==> src/rtl/btn_gesture_ctrl_pkg.sv <==
// Shared definitions for the button gesture sequencer: event codes,
// FSM state encoding and the parameter legality check.
package btn_gesture_ctrl_pkg;

  localparam logic [2:0] EVT_NONE   = 3'd0;
  localparam logic [2:0] EVT_SHORT  = 3'd1;
  localparam logic [2:0] EVT_DOUBLE = 3'd2;
  localparam logic [2:0] EVT_LONG   = 3'd3;
  localparam logic [2:0] EVT_REPEAT = 3'd4;

  typedef enum logic [2:0] {
    ST_IDLE  = 3'd0,
    ST_DOWN1 = 3'd1,
    ST_HELD  = 3'd2,
    ST_WAIT2 = 3'd3,
    ST_DOWN2 = 3'd4
  } state_t;

  // True when the prescaler limit and all millisecond thresholds are usable
  // with a 16-bit saturating millisecond counter.
  function automatic bit params_ok(input int p, input int long_ms,
                                   input int double_ms, input int repeat_ms);
    return (p >= 2) &&
           (long_ms   >= 1) && (long_ms   <= 65535) &&
           (double_ms >= 1) && (double_ms <= 65535) &&
           (repeat_ms >= 1) && (repeat_ms <= 65535);
  endfunction

endpackage

==> src/rtl/btn_gesture_ctrl_ms_timer.sv <==
// Millisecond timebase: a prescaler dividing clk by P and a 16-bit
// saturating millisecond counter. restart clears both on the next edge.
module ms_timer #(
  parameter int P = 27_000
) (
  input  logic        clk,
  input  logic        rst_n,
  input  logic        restart,
  output logic        tick,
  output logic [15:0] ms_cnt
);

  // Guard keeps the width legal even when P is rejected by the parent.
  localparam int PW = (P > 2) ? $clog2(P) : 1;

  logic [PW-1:0] presc_reg;
  logic [15:0]   ms_reg;

  assign tick   = (presc_reg == PW'(P - 1));
  assign ms_cnt = ms_reg;

  // Prescaler wraps at P-1; ms counter advances on tick and sticks at all-ones.
  always_ff @(posedge clk or negedge rst_n) begin
    if (!rst_n) begin
      presc_reg <= '0;
      ms_reg    <= '0;
    end else if (restart) begin
      presc_reg <= '0;
      ms_reg    <= '0;
    end else begin
      presc_reg <= tick ? '0 : presc_reg + 1'b1;
      if (tick && (ms_reg != 16'hFFFF)) begin
        ms_reg <= ms_reg + 16'd1;
      end
    end
  end

endmodule

==> src/rtl/btn_gesture_ctrl.sv <==
// Gesture sequencer: turns press/rel pulses from the edge detector into
// SHORT / DOUBLE / LONG / REPEAT events, one registered strobe per event.
module btn_gesture_ctrl
  import btn_gesture_ctrl_pkg::*;
#(
  parameter int CLK_HZ    = 27_000_000,
  parameter int LONG_MS   = 600,
  parameter int DOUBLE_MS = 250,
  parameter int REPEAT_MS = 100
) (
  input  logic       clk,
  input  logic       rst_n,
  input  logic       press,
  input  logic       rel,
  output logic       evt_valid,
  output logic [2:0] evt_code,
  output logic       busy
);

  localparam int P = CLK_HZ / 1000;

  generate
    if (!params_ok(P, LONG_MS, DOUBLE_MS, REPEAT_MS)) begin : g_bad_params
      $error("btn_gesture_ctrl: need CLK_HZ/1000 >= 2 and *_MS in 1..65535");
    end
  endgenerate

  state_t      state_reg, state_next;
  logic        evt_valid_reg, evt_valid_next;
  logic [2:0]  evt_code_reg, evt_code_next;
  logic        busy_reg;
  logic        rep_restart;
  logic        timer_restart;
  logic        tick;
  logic [15:0] ms_cnt;
  logic        press_eff;
  logic        long_hit, double_hit, repeat_hit;

  // A press coinciding with a release is dropped; the release is handled.
  assign press_eff = press && !rel;

  // A threshold of N ms is reached on the tick that ends millisecond N-1.
  assign long_hit   = tick && (ms_cnt == 16'(LONG_MS - 1));
  assign double_hit = tick && (ms_cnt == 16'(DOUBLE_MS - 1));
  assign repeat_hit = tick && (ms_cnt == 16'(REPEAT_MS - 1));

  // Every state change, and every REPEAT, starts timing afresh.
  assign timer_restart = (state_next != state_reg) || rep_restart;

  ms_timer #(.P(P)) u_ms_timer (
    .clk     (clk),
    .rst_n   (rst_n),
    .restart (timer_restart),
    .tick    (tick),
    .ms_cnt  (ms_cnt)
  );

  // State, event and busy registers.
  always_ff @(posedge clk or negedge rst_n) begin
    if (!rst_n) begin
      state_reg     <= ST_IDLE;
      evt_valid_reg <= 1'b0;
      evt_code_reg  <= EVT_NONE;
      busy_reg      <= 1'b0;
    end else begin
      state_reg     <= state_next;
      evt_valid_reg <= evt_valid_next;
      evt_code_reg  <= evt_code_next;
      busy_reg      <= (state_reg != ST_IDLE);
    end
  end

  // Next-state and event decode; release always beats a timer threshold.
  always_comb begin
    state_next     = state_reg;
    evt_valid_next = 1'b0;
    evt_code_next  = EVT_NONE;
    rep_restart    = 1'b0;
    unique case (state_reg)
      ST_IDLE: begin
        if (press_eff) state_next = ST_DOWN1;
      end
      ST_DOWN1: begin
        if (rel) begin
          state_next = ST_WAIT2;
        end else if (long_hit) begin
          state_next     = ST_HELD;
          evt_valid_next = 1'b1;
          evt_code_next  = EVT_LONG;
        end
      end
      ST_HELD: begin
        if (rel) begin
          state_next = ST_IDLE;
        end else if (repeat_hit) begin
          evt_valid_next = 1'b1;
          evt_code_next  = EVT_REPEAT;
          rep_restart    = 1'b1;
        end
      end
      ST_WAIT2: begin
        if (press_eff) begin
          state_next = ST_DOWN2;
        end else if (double_hit) begin
          state_next     = ST_IDLE;
          evt_valid_next = 1'b1;
          evt_code_next  = EVT_SHORT;
        end
      end
      ST_DOWN2: begin
        if (rel) begin
          state_next     = ST_IDLE;
          evt_valid_next = 1'b1;
          evt_code_next  = EVT_DOUBLE;
        end
      end
      default: state_next = ST_IDLE;
    endcase
  end

  assign evt_valid = evt_valid_reg;
  assign evt_code  = evt_code_reg;
  assign busy      = busy_reg;

endmodule

==> config.mk <==
export PLATFORM = sky130hd
export DESIGN_NAME = btn_gesture_ctrl
export DESIGN_NICKNAME = d
export VERILOG_FILES = /design/src/rtl/btn_gesture_ctrl_pkg.sv /design/src/rtl/btn_gesture_ctrl_ms_timer.sv /design/src/rtl/btn_gesture_ctrl.sv
export SDC_FILE = /design/constraint.sdc
export NUM_CORES = 1
export LEC_CHECK = 0
export ABC_AREA = 1
export CAP_MARGIN = 20
export CORE_MARGIN = 4
export CORE_UTILIZATION = 45
export CTS_CLUSTER_SIZE = 10
export DETAILED_ROUTE_END_ITERATION = 6
export PLACE_DENSITY = 0.75
export SYNTH_ARGS = -nofsm -noshare
export SYNTH_HDL_FRONTEND = slang
export SYNTH_SLANG_ARGS = --single-unit
==> constraint.sdc <==
create_clock -name clk -period 1.8 [get_ports clk]
set_input_delay 0.45 -clock clk [delete_from_list [all_inputs] [get_ports clk]]
set_output_delay 0.45 -clock clk [all_outputs]
set_load 0.03 [all_outputs]
## Word-level counts from Yosys, hierarchy flattened

Cells that the tools add are included.

| word-level totals | value |
|---|---|
| bits in registers | 39 |
| output and inout bits | 5 |
| logic and storage cells | 57 |

| operators by class | value |
|---|---|
| eq/ne operators | 10 |
| add/sub/neg operators | 2 |
| multiplexer cells | 28 |
| reductions and logical operators | 11 |

Operators with widths:

| kind | count |
|---|---|
| two-way mux 16 bit | 2 |
| two-way mux 15 bit | 2 |
| two-way mux 3 bit | 8 |
| case mux 3 bit (4 select lines) | 2 |
| adder 16 x 1 -> 16 bit, second input constant | 1 |
| equality test 16 x 10 -> 1 bit, second input constant | 1 |
| equality test 16 x 7 -> 1 bit, second input constant | 1 |
| equality test 16 x 8 -> 1 bit, second input constant | 1 |
| inequality test 16 bit, second input constant | 1 |
| adder 15 x 1 -> 15 bit, second input constant | 1 |
| equality test 15 bit, second input constant | 1 |
| two-way mux 1 bit | 10 |
| equality test 3 x 2 -> 1 bit, second input constant | 2 |
| two-way mux 2 bit | 3 |
| logical AND 1 bit | 5 |
| case mux 1 bit (4 select lines) | 1 |
| equality test 3 x 1 -> 1 bit, second input constant | 1 |
| equality test 3 bit, second input constant | 1 |
| logical NOT 3 bit | 1 |
| inequality test 3 bit | 1 |
| nonzero test 3 bit | 1 |
| nonzero test 2 bit | 1 |
| OR reduction 2 bit | 1 |
| logical NOT 1 bit | 1 |
| logical OR 1 bit | 1 |

## Depth between registers and ports, before layout

Gate-level depths: netlist of the first run.

| depth | value |
|---|---|
| depth after elaboration | 8 |
| mapped depth | 14 |
| depth with buffers taken out | 13 |

## Modules after synthesis

A second synthesis of the first run with hierarchy kept.

| unflattened totals | value |
|---|---|
| cells, all modules | 373 |
| area total of the unflattened synthesis | 2539.9 µm² |

By module, submodules not included:

| module | seq. area each (µm²) | instances | area an instance (µm²) | cells an instance |
|---|---|---|---|---|
| ms_timer | 775.7 | 1 | 1929.4 | 284 |
| btn_gesture_ctrl | 200.2 | 1 | 610.6 | 89 |

## Worst setup path before layout of the first run

Ideal clock, no wire load.

| path | value |
|---|---|
| kind | reg2reg |
| from | reg u_ms_timer.ms_reg[0] (netlist: u_ms_timer.ms_cnt[0]) |
| to | reg u_ms_timer.ms_reg[0] (netlist: u_ms_timer.ms_cnt[0]) |
| arrival | 1.663 ns |
| library setup time | 0.120 ns |
| stages on the path, launching flop included | 14 |
| slack | 0.017 ns |
| period minus slack after synthesis | 1.783 ns |
| path through | dfrtp_1 > ha_1 > nand2_1 > nor2_1 > nand2_1 > nor2_1 > nand3_2 > nand2_1 > nand3_2 > nand2_1 > nand2_1 > nand2_2 > buf_8 > nor2_2 |

| on the way | value |
|---|---|
| longest elaborated chain between the ends | 8 |
| elaborated cells between the ends (all ways) | 22 |
| classes of those cells | add/sub: 1; eq/ne: 5; mux: 10; reduce/logical: 6 |

RTL lines:

| element | line | source |
|---|---|---|
| start, declared | btn_gesture_ctrl_ms_timer.sv:17 | `logic [15:0] ms_reg;` |
| start signal, assigned | btn_gesture_ctrl_ms_timer.sv:33 | `ms_reg <= ms_reg + 16'd1;` |
| equality test 16 x 8 -> 1 bit / equality test 16 x 10 -> 1 bit (equally long branches) | btn_gesture_ctrl.sv:44, btn_gesture_ctrl.sv:43 |  |
| logical AND 1 bit (on tied branches) | btn_gesture_ctrl.sv:44, btn_gesture_ctrl.sv:43 |  |
| two-way mux 3 bit (on tied branches) | btn_gesture_ctrl.sv:104, btn_gesture_ctrl.sv:86 |  |
| two-way mux 3 bit (on tied branches) | btn_gesture_ctrl.sv:102, btn_gesture_ctrl.sv:84 |  |
| case mux 3 bit (4 select lines) * | btn_gesture_ctrl.sv:79 | `unique case (state_reg)` |
| net state_next[0] | btn_gesture_ctrl.sv:28 | `state_t state_reg, state_next;` |
| inequality test 3 bit * | btn_gesture_ctrl.sv:48 | `assign timer_restart = (state_next != state_reg) \|\| rep_restart;` |
| logical OR 1 bit * | btn_gesture_ctrl.sv:48 |  |
| two-way mux 16 bit / nonzero test 2 bit (equally long branches) | - |  |

Mark *: on every way through the listed nets, which the timed path passes. The rest lies on a longest branch. The select of a mux whose other input is x is not followed.
A chain may end at the register's enable or synchronous reset.

## Worst setup path after layout of the first run

| path | value |
|---|---|
| from | reg u_ms_timer.ms_reg[0] (netlist: u_ms_timer.ms_cnt[0]) |
| to | reg u_ms_timer.presc_reg[8] |

| on the way | value |
|---|---|
| longest elaborated chain between the ends | 8 |
| elaborated cells between the ends (all ways) | 17 |
| classes of those cells | eq/ne: 4; mux: 9; reduce/logical: 4 |

RTL lines:

| element | line | source |
|---|---|---|
| equality test 16 x 8 -> 1 bit / equality test 16 x 10 -> 1 bit (equally long branches) | btn_gesture_ctrl.sv:44, btn_gesture_ctrl.sv:43 |  |
| logical AND 1 bit (on tied branches) | btn_gesture_ctrl.sv:44, btn_gesture_ctrl.sv:43 |  |
| two-way mux 3 bit (on tied branches) | btn_gesture_ctrl.sv:104, btn_gesture_ctrl.sv:86 |  |
| two-way mux 3 bit (on tied branches) | btn_gesture_ctrl.sv:102, btn_gesture_ctrl.sv:84 |  |
| case mux 3 bit (4 select lines) | btn_gesture_ctrl.sv:79 |  |
| inequality test 3 bit | btn_gesture_ctrl.sv:48 |  |
| logical OR 1 bit * | btn_gesture_ctrl.sv:48 |  |
| two-way mux 15 bit * | btn_gesture_ctrl_ms_timer.sv:27 | `end else if (restart) begin` |
| end signal, assigned | btn_gesture_ctrl_ms_timer.sv:31 | `presc_reg <= tick ? '0 : presc_reg + 1'b1;` |
| end, declared | btn_gesture_ctrl_ms_timer.sv:16 | `logic [PW-1:0] presc_reg;` |

Mark *: on every way between the ends. The rest lies on a longest branch, timed or not.

==> reports/metrics.cfg, run 1 <==
[floorplanning]
placement_rows = 26
top_level_port_count = 9
die_height_um = 81.0
die-area_mm2 = 0.00656
effective_utilization_at_floorplan_pct = 46.6
die_w_um = 81.0
coreArea_mm2 = 0.00514

[timing]
rsz0062_at_grt = true
setup_slack_ps = -67.6
slew_viol_final = 0
finalHoldViolCount = 0
slew_headroom_pct = 66.6
max_clock_freq_mhz = 535
timing.final.crit_share_pct = 104
max_slew.worst_pin.slew_ps = 501
setup_total_negative_slack_ps = -1730
hold_ws_ps = 207
setup_violations = 31
worst_clock_skew_ps = 4.53
final_period_minus_worst_setup_slack_ps = 1870

[routing]
vias = 2319
drt-vias-per-instance = 5.04
wirelength_um = 5800
drt_first_pass_iters = 4
detail_route_antenna_nets = 0
drtIter0Drc = 180
route.detailed.drc = 0
routed_wire_length_per_instance_um = 12.6

[clock_tree]
cts_tree = done
cts_inserted_buffers = 5
clkTransAtPathRegs_ps = 70
cts_htree_levels = 2
number_of_clock_sinks = 39
clock_latency_at_the_later_pin_of_the_worst_skew_pair_ps = 290
cts.path.max_buffers = 2
cts_root_buf = clkbuf_8

[logic_synthesis]
compound_gate_fraction_of_synth_area_pct = 4.91
synth_cell_types = 29
synth_adder_area_share_pct = 1.57
synth-seq-area-share_pct = 40.7
average_cell_area_after_synthesis_um2 = 7.37
synthesis.instances = 325
yosys.area_share.simple_pct = 38.1
synth_xor_xnor_area_share_pct = 5.12
syn-num-nets = 332
ys_top_cells_by_area = dfrtp_1 41%, nand2_1 11%, inv_1 7.8%, nor2_1 7.8%, nand3_1 4.8%
synth-seq-cells = 39
synth_top_family_by_area = simple AND/OR/NAND/NOR gates
netlist.area_leader.share_pct = 40.7
cell_type_with_the_largest_total_area_after_synthesis = dfrtp_1
synthesis.area_mm2 = 0.00240
yosys_warnings = 0
muxShareOfSynthArea_pct = 0

[cells_and_area]
final_common_cell = nand2_1
diodes = 0
stdcell_area_mm2 = 0.00313
largest_register_ff_count = 16
fin_cells = 460
final.fill_count = 460
final_core_utilization_pct = 60.9
layout-area-overhead-vs-synth_pct = 30.6
mostFrequentLayoutCells = 67 x nand2_1, 49 x inv_1, 49 x buf_4, 39 x nor2_1, 39 x dfrtp_1
nets_final = 398
layout-drive-gt1-share_pct = 26.7

[global_routing]
grt_pass1_vias = 2264
grt_antenna_before_repair = 0
grt_start_max_net_pins = 40
grtUsageTotal_pct = 19.0
first_pass_grt_wire_length_um = 9780
grt_overflow_total = 0

[setup_path]
crit_required_ps = 1980
crit_path_end_kind = flop
ff2ff_path_depth = 14
crit_fanout = 12
arrival_ps = 2040
timing.setup.critical_path_class = flop to flop
worst_setup_path_start_kind = flop

[job]
maxCapViolCount = 0

[pwr]
combPwrFrac_pct = 39.7
power_switching_share_pct = 35.2
seqPwrFrac_pct = 38.5
internal_power_mw = 1.64
total_leakage_power_nw = 1.45
p_switching_uw = 894
totalPowerFinal_mw = 2.54
clockPowerShare_pct = 21.8
power.density_cell_area_mw_per_mm2 = 810
irDropWorstVdd_mv = 0.992

[place]
dpl_cell_area_mm2 = 0.00288
detailedPlacementHpwl_um = 4020
preCtsSetupSlack_ps = -301
gp_congestion = 0.861
dp.cells = 446
place.port_buffers = 8

[min_path]
min-delay-path-class = primary input to async pin

[status]
run_status = complete, but fails checks
violations_in_the_final_reports = setup timing

==> routing by layer <==
layer,up-vias,routed length (um),global-route usage [%]
li1,1170,-,-
met1,1086,2610,23.4
met2,53,2920,34.0
met3,10,205,3.44
met4,0,68,4.90
met5,-,0,0
==> cell families (layout without fill, tap and decap cells) <==
| logic type | Yosys count | in the layout |
|---|---|---|
| AND/OR/NAND/NOR | 195 | 195 |
| buffers and inverters | 54 | 119 |
| flip-flops | 39 | 39 |
| AO/OA/AOI/OAI | 20 | 20 |
| XOR/XNOR | 14 | 14 |
| adder cells (fa/ha/maj) | 3 | 3 |
==> cells in the mapped netlist <==
cell / number
nand3b_1: 2
o2111ai_1: 1
nor4_1: 2
o211ai_1: 1
nor2_2: 12
a21oi_1: 2
nor2_1: 50
nor2_4: 2
ha_1: 3
nand2_2: 5
o21ai_0: 11
a31o_2: 1
xnor2_1: 1
xor2_1: 13
nand4_1: 18
nand3_1: 23
nor3_4: 1
o21ai_1: 1
nand3_2: 3
o21bai_1: 1
dfrtp_1: 39
buf_8: 1
nand2_1: 72
o311ai_0: 1
nor3_1: 5
inv_2: 1
inv_1: 50
o22ai_1: 1
buf_6: 2
==> critical path, cell delays in order (launching register included) <==
cell,delay [ps]
dfrtp_1,370
buf_4,120
ha_1,150
nand2_1,60
nor2_1,80
nand2_1,80
nor2_2,110
nand2_1,80
nand2_2,100
nand2_1,70
o21ai_1,160
nor2_2,70
nand2_4,120
buf_12,150
nor2_1,40
==> power by group through the flow <==
stage	clock, mW	combinational (mW)	sequential, mW
6_report	0.553	1.01	0.975
3_3_place_gp	0	0.726	0.986
4_1_cts	0.561	0.927	0.973
2_1_floorplan	0	0.511	1.01
3_5_place_dp	0	0.732	0.990
5_1_grt	0.591	1.08	0.984
==> cell type report <==
| type | count | area (um^2) | share of cell area [%] |
|---|---|---|---|
| Inverter | 51 | 191 | 6.12 |
| Multi-Input combinational cell | 232 | 1270 | 40.7 |
| Tap cell | 70 | 87.6 | 2.80 |
| Timing Repair Buffer | 62 | 528 | 16.9 |
| Clock buffer | 6 | 72.6 | 2.32 |
| Sequential cell | 39 | 976 | 31.2 |
==> timing repair <==
action / 4_1_cts / 5_1_grt
setup endpoints to repair: 31 / 31
gates cloned: 1 / 0
pin swaps: 6 / 15
hold buffers: 0 / 0
resized for setup: 17 / 15
setup buffers: 2 / 5
==> path summary, 6_finish.rpt <==
check                                                       from                                  to  slack, ps
worst max-delay path            u_ms_timer.ms_cnt[0]$_DFFE_PN0P_   u_ms_timer.presc_reg[8]$_DFF_PN0_        -70
min in group clk                          state_reg[2]$_DFF_PN0_                      busy$_DFF_PN0_        570
max in group asynchronous                                  rst_n              state_reg[0]$_DFF_PN0_       1240
worst min-delay path                                       rst_n  u_ms_timer.presc_reg[11]$_DFF_PN0_        210
worst max register to register  u_ms_timer.ms_cnt[0]$_DFFE_PN0P_   u_ms_timer.presc_reg[8]$_DFF_PN0_        -70
worst min register to register            state_reg[2]$_DFF_PN0_                      busy$_DFF_PN0_        570
(Power assumes the default switching activity.)
==> run 2, diff against run 1 <==
Settings changed: SKIP_CTS_REPAIR_TIMING from default to 1.
==> run 2 against run 1 <==
- the flow still finishes with violations (setup timing)
- count of clock-buffer cells in the layout unchanged
- sequential power hardly changed
- combinational power about the same
- routed wire length is 2.3% higher
- critical path depth fell by 2
- setup slack got worse by 22 ps
- flip-flop and latch count is the same
- fmax fell by 1.2%
- via count grew 0.43%
- power increased by 0.13%
- first-iteration DRC count increased by 5.6%
- critical path type unchanged
==> reports/metrics.cfg, run 2 (synthesized netlist as in run 1, its figures left out) <==
[place]
gp_congestion = 0.861
dp.cells = 446
place.port_buffers = 8
detailedPlacementHpwl_um = 4020
preCtsSetupSlack_ps = -301

[clock_tree]
clock_latency_at_the_later_pin_of_the_worst_skew_pair_ps = 290
cts_htree_levels = 2
cts_inserted_buffers = 5
cts_tree = done
clkTransAtPathRegs_ps = 80
number_of_clock_sinks = 39
cts.path.max_buffers = 2
cts_root_buf = clkbuf_8

[cells_and_area]
diodes = 0
layout-area-overhead-vs-synth_pct = 32.0
fin_cells = 461
nets_final = 399
final_common_cell = nand2_1
largest_register_ff_count = 16
layout-drive-gt1-share_pct = 28.4
mostFrequentLayoutCells = 66 x nand2_1, 49 x inv_1, 48 x buf_4, 41 x nor2_1, 39 x dfrtp_1
final_core_utilization_pct = 61.5

[setup_path]
crit_fanout = 6
rrSetupSlack_ps = -90
number_of_buffer_and_inverter_stages_on_the_critical_path = 1
worst-path-stages = 12
worst_path_max_delay_cell = dfrtp_1
worstSetupStartpoint = u_ms_timer.ms_cnt[6]$_DFFE_PN0P_
crit_required_ps = 1980
setup.worst_path.end = u_ms_timer.ms_cnt[3]$_DFFE_PN0P_
path_common_cell = nand2_1
cpPeakStageDelay_ps = 480
worst_setup_path_start_kind = flop
timing.setup.critical_path_class = flop to flop
crit_path_end_kind = flop
cell_family_with_most_cp_delay = simple AND/OR/NAND/NOR gates
ff2ff_path_depth = 12
worst_r2r_endpoint = u_ms_timer.ms_cnt[3]$_DFFE_PN0P_
arrival_ps = 2070
cp_cell_sequence = nand2_1, nor2_1, nand2_1, nor2_2, nand2_1, nand2_2, nand2_1, o21ai_2, nor2_2, nand2_4, clkbuf_16, nor2_2
regToRegStartpoint = u_ms_timer.ms_cnt[6]$_DFFE_PN0P_

[floorplanning]
die_w_um = 81.0
top_level_port_count = 9
die_height_um = 81.0
effective_utilization_at_floorplan_pct = 46.6
die-area_mm2 = 0.00656
coreArea_mm2 = 0.00514
placement_rows = 26

[timing]
worst_clock_skew_ps = 8.03
rsz0062_at_grt = true
slew_headroom_pct = 66.1
slew_viol_final = 0
hold_ws_ps = 205
max_clock_freq_mhz = 529
timing.final.crit_share_pct = 105
setup_total_negative_slack_ps = -2320
max_slew.worst_pin.slew_ps = 509
finalHoldViolCount = 0
setup_slack_ps = -89.4
setup_violations = 31
final_period_minus_worst_setup_slack_ps = 1890

[pwr]
total_leakage_power_nw = 1.46
power.density_cell_area_mw_per_mm2 = 803
power_switching_share_pct = 35.4
clockPowerShare_pct = 21.8
internal_power_mw = 1.64
p_switching_uw = 899
seqPwrFrac_pct = 38.3
combPwrFrac_pct = 39.9
irDropWorstVdd_mv = 0.943

[routing]
drt-vias-per-instance = 5.05
wirelength_um = 5930
vias = 2329
routed_wire_length_per_instance_um = 12.9
detail_route_antenna_nets = 0
drtIter0Drc = 190
drt_first_pass_iters = 4
route.detailed.drc = 0

[global_routing]
grt_start_max_net_pins = 40
grtUsageTotal_pct = 18.4
grt_antenna_before_repair = 0
grt_pass1_vias = 2235
first_pass_grt_wire_length_um = 9520
grt_overflow_total = 0

[min_path]
min-delay-path-class = primary input to async pin

[job]
maxCapViolCount = 0

[status]
violations_in_the_final_reports = setup timing
run_status = complete, but fails checks

==> run 2: worst reg2reg max path, stage by stage (launching register included) <==
cell,delay [ps]
dfrtp_1,480
nand2_1,110
nor2_1,180
nand2_1,100
nor2_2,110
nand2_1,90
nand2_2,100
nand2_1,70
o21ai_2,140
nor2_2,70
nand2_4,120
clkbuf_16,170
nor2_2,30
==> run 2: worst min-delay path by stage <==
stage,cells past startpoint,slack [ps],start,endpoint
final,2,210,rst_n,u_ms_timer.presc_reg[11]$_DFF_PN0_
after global routing,2,260,rst_n,u_ms_timer.presc_reg[11]$_DFF_PN0_
after detailed placement,2,540,rst_n,u_ms_timer.presc_reg[11]$_DFF_PN0_
after CTS,2,230,rst_n,u_ms_timer.presc_reg[11]$_DFF_PN0_
after floorplan,0,150,rst_n,busy$_DFF_PN0_
after global placement,2,540,rst_n,u_ms_timer.presc_reg[9]$_DFF_PN0_
==> run 2: layout make-up <==
| class | count | area, um^2 |
|---|---|---|
| Multi-Input combinational cell | 232 | 1300 |
| Tap cell | 70 | 87.6 |
| Inverter | 51 | 191 |
| Clock buffer | 6 | 72.6 |
| Sequential cell | 39 | 976 |
| Fill cell | 450 | 1980 |
| Timing Repair Buffer | 63 | 537 |
==> run 2: metal layers <==
| layer | part of all wire, % | up-vias | global-route usage, % |
|---|---|---|---|
| li1 | - | 1168 | - |
| met1 | 44 | 1083 | 23.0 |
| met2 | 50 | 59 | 32.2 |
| met3 | 3.9 | 19 | 3.33 |
| met4 | 1.9 | 0 | 5.74 |
| met5 | 0 | - | 0 |
==> run 2: power groups by stage <==
| stage | Combinational (mW) | Sequential (mW) | Clock (mW) |
|---|---|---|---|
| final | 1.01 | 0.973 | 0.554 |
| after global routing | 1.09 | 0.982 | 0.591 |
| after CTS | 0.733 | 0.972 | 0.561 |
| after detailed placement | 0.732 | 0.990 | 0 |
| after global placement | 0.726 | 0.986 | 0 |
| after floorplan | 0.511 | 1.01 | 0 |
==> run 2: metrics by stage <==
| stage | total power, mW | instance area [um^2] |
|---|---|---|
| 2_1_floorplan | 1.52 | 2400 |
| 3_3_place_gp | 1.71 | 2880 |
| 3_5_place_dp | 1.72 | 2880 |
| 4_1_cts | 2.27 | 2950 |
| 5_1_grt | 2.66 | 3160 |
| 6_report | 2.54 | 3160 |
==> run 3, diff against run 2 <==
Settings changed: ABC_CLOCK_PERIOD_IN_PS from default to 1800, CTS_CLUSTER_DIAMETER from default to 50.
==> results of run 3 <==
The final DEF is identical to that of run 2; final timing and power are the same.
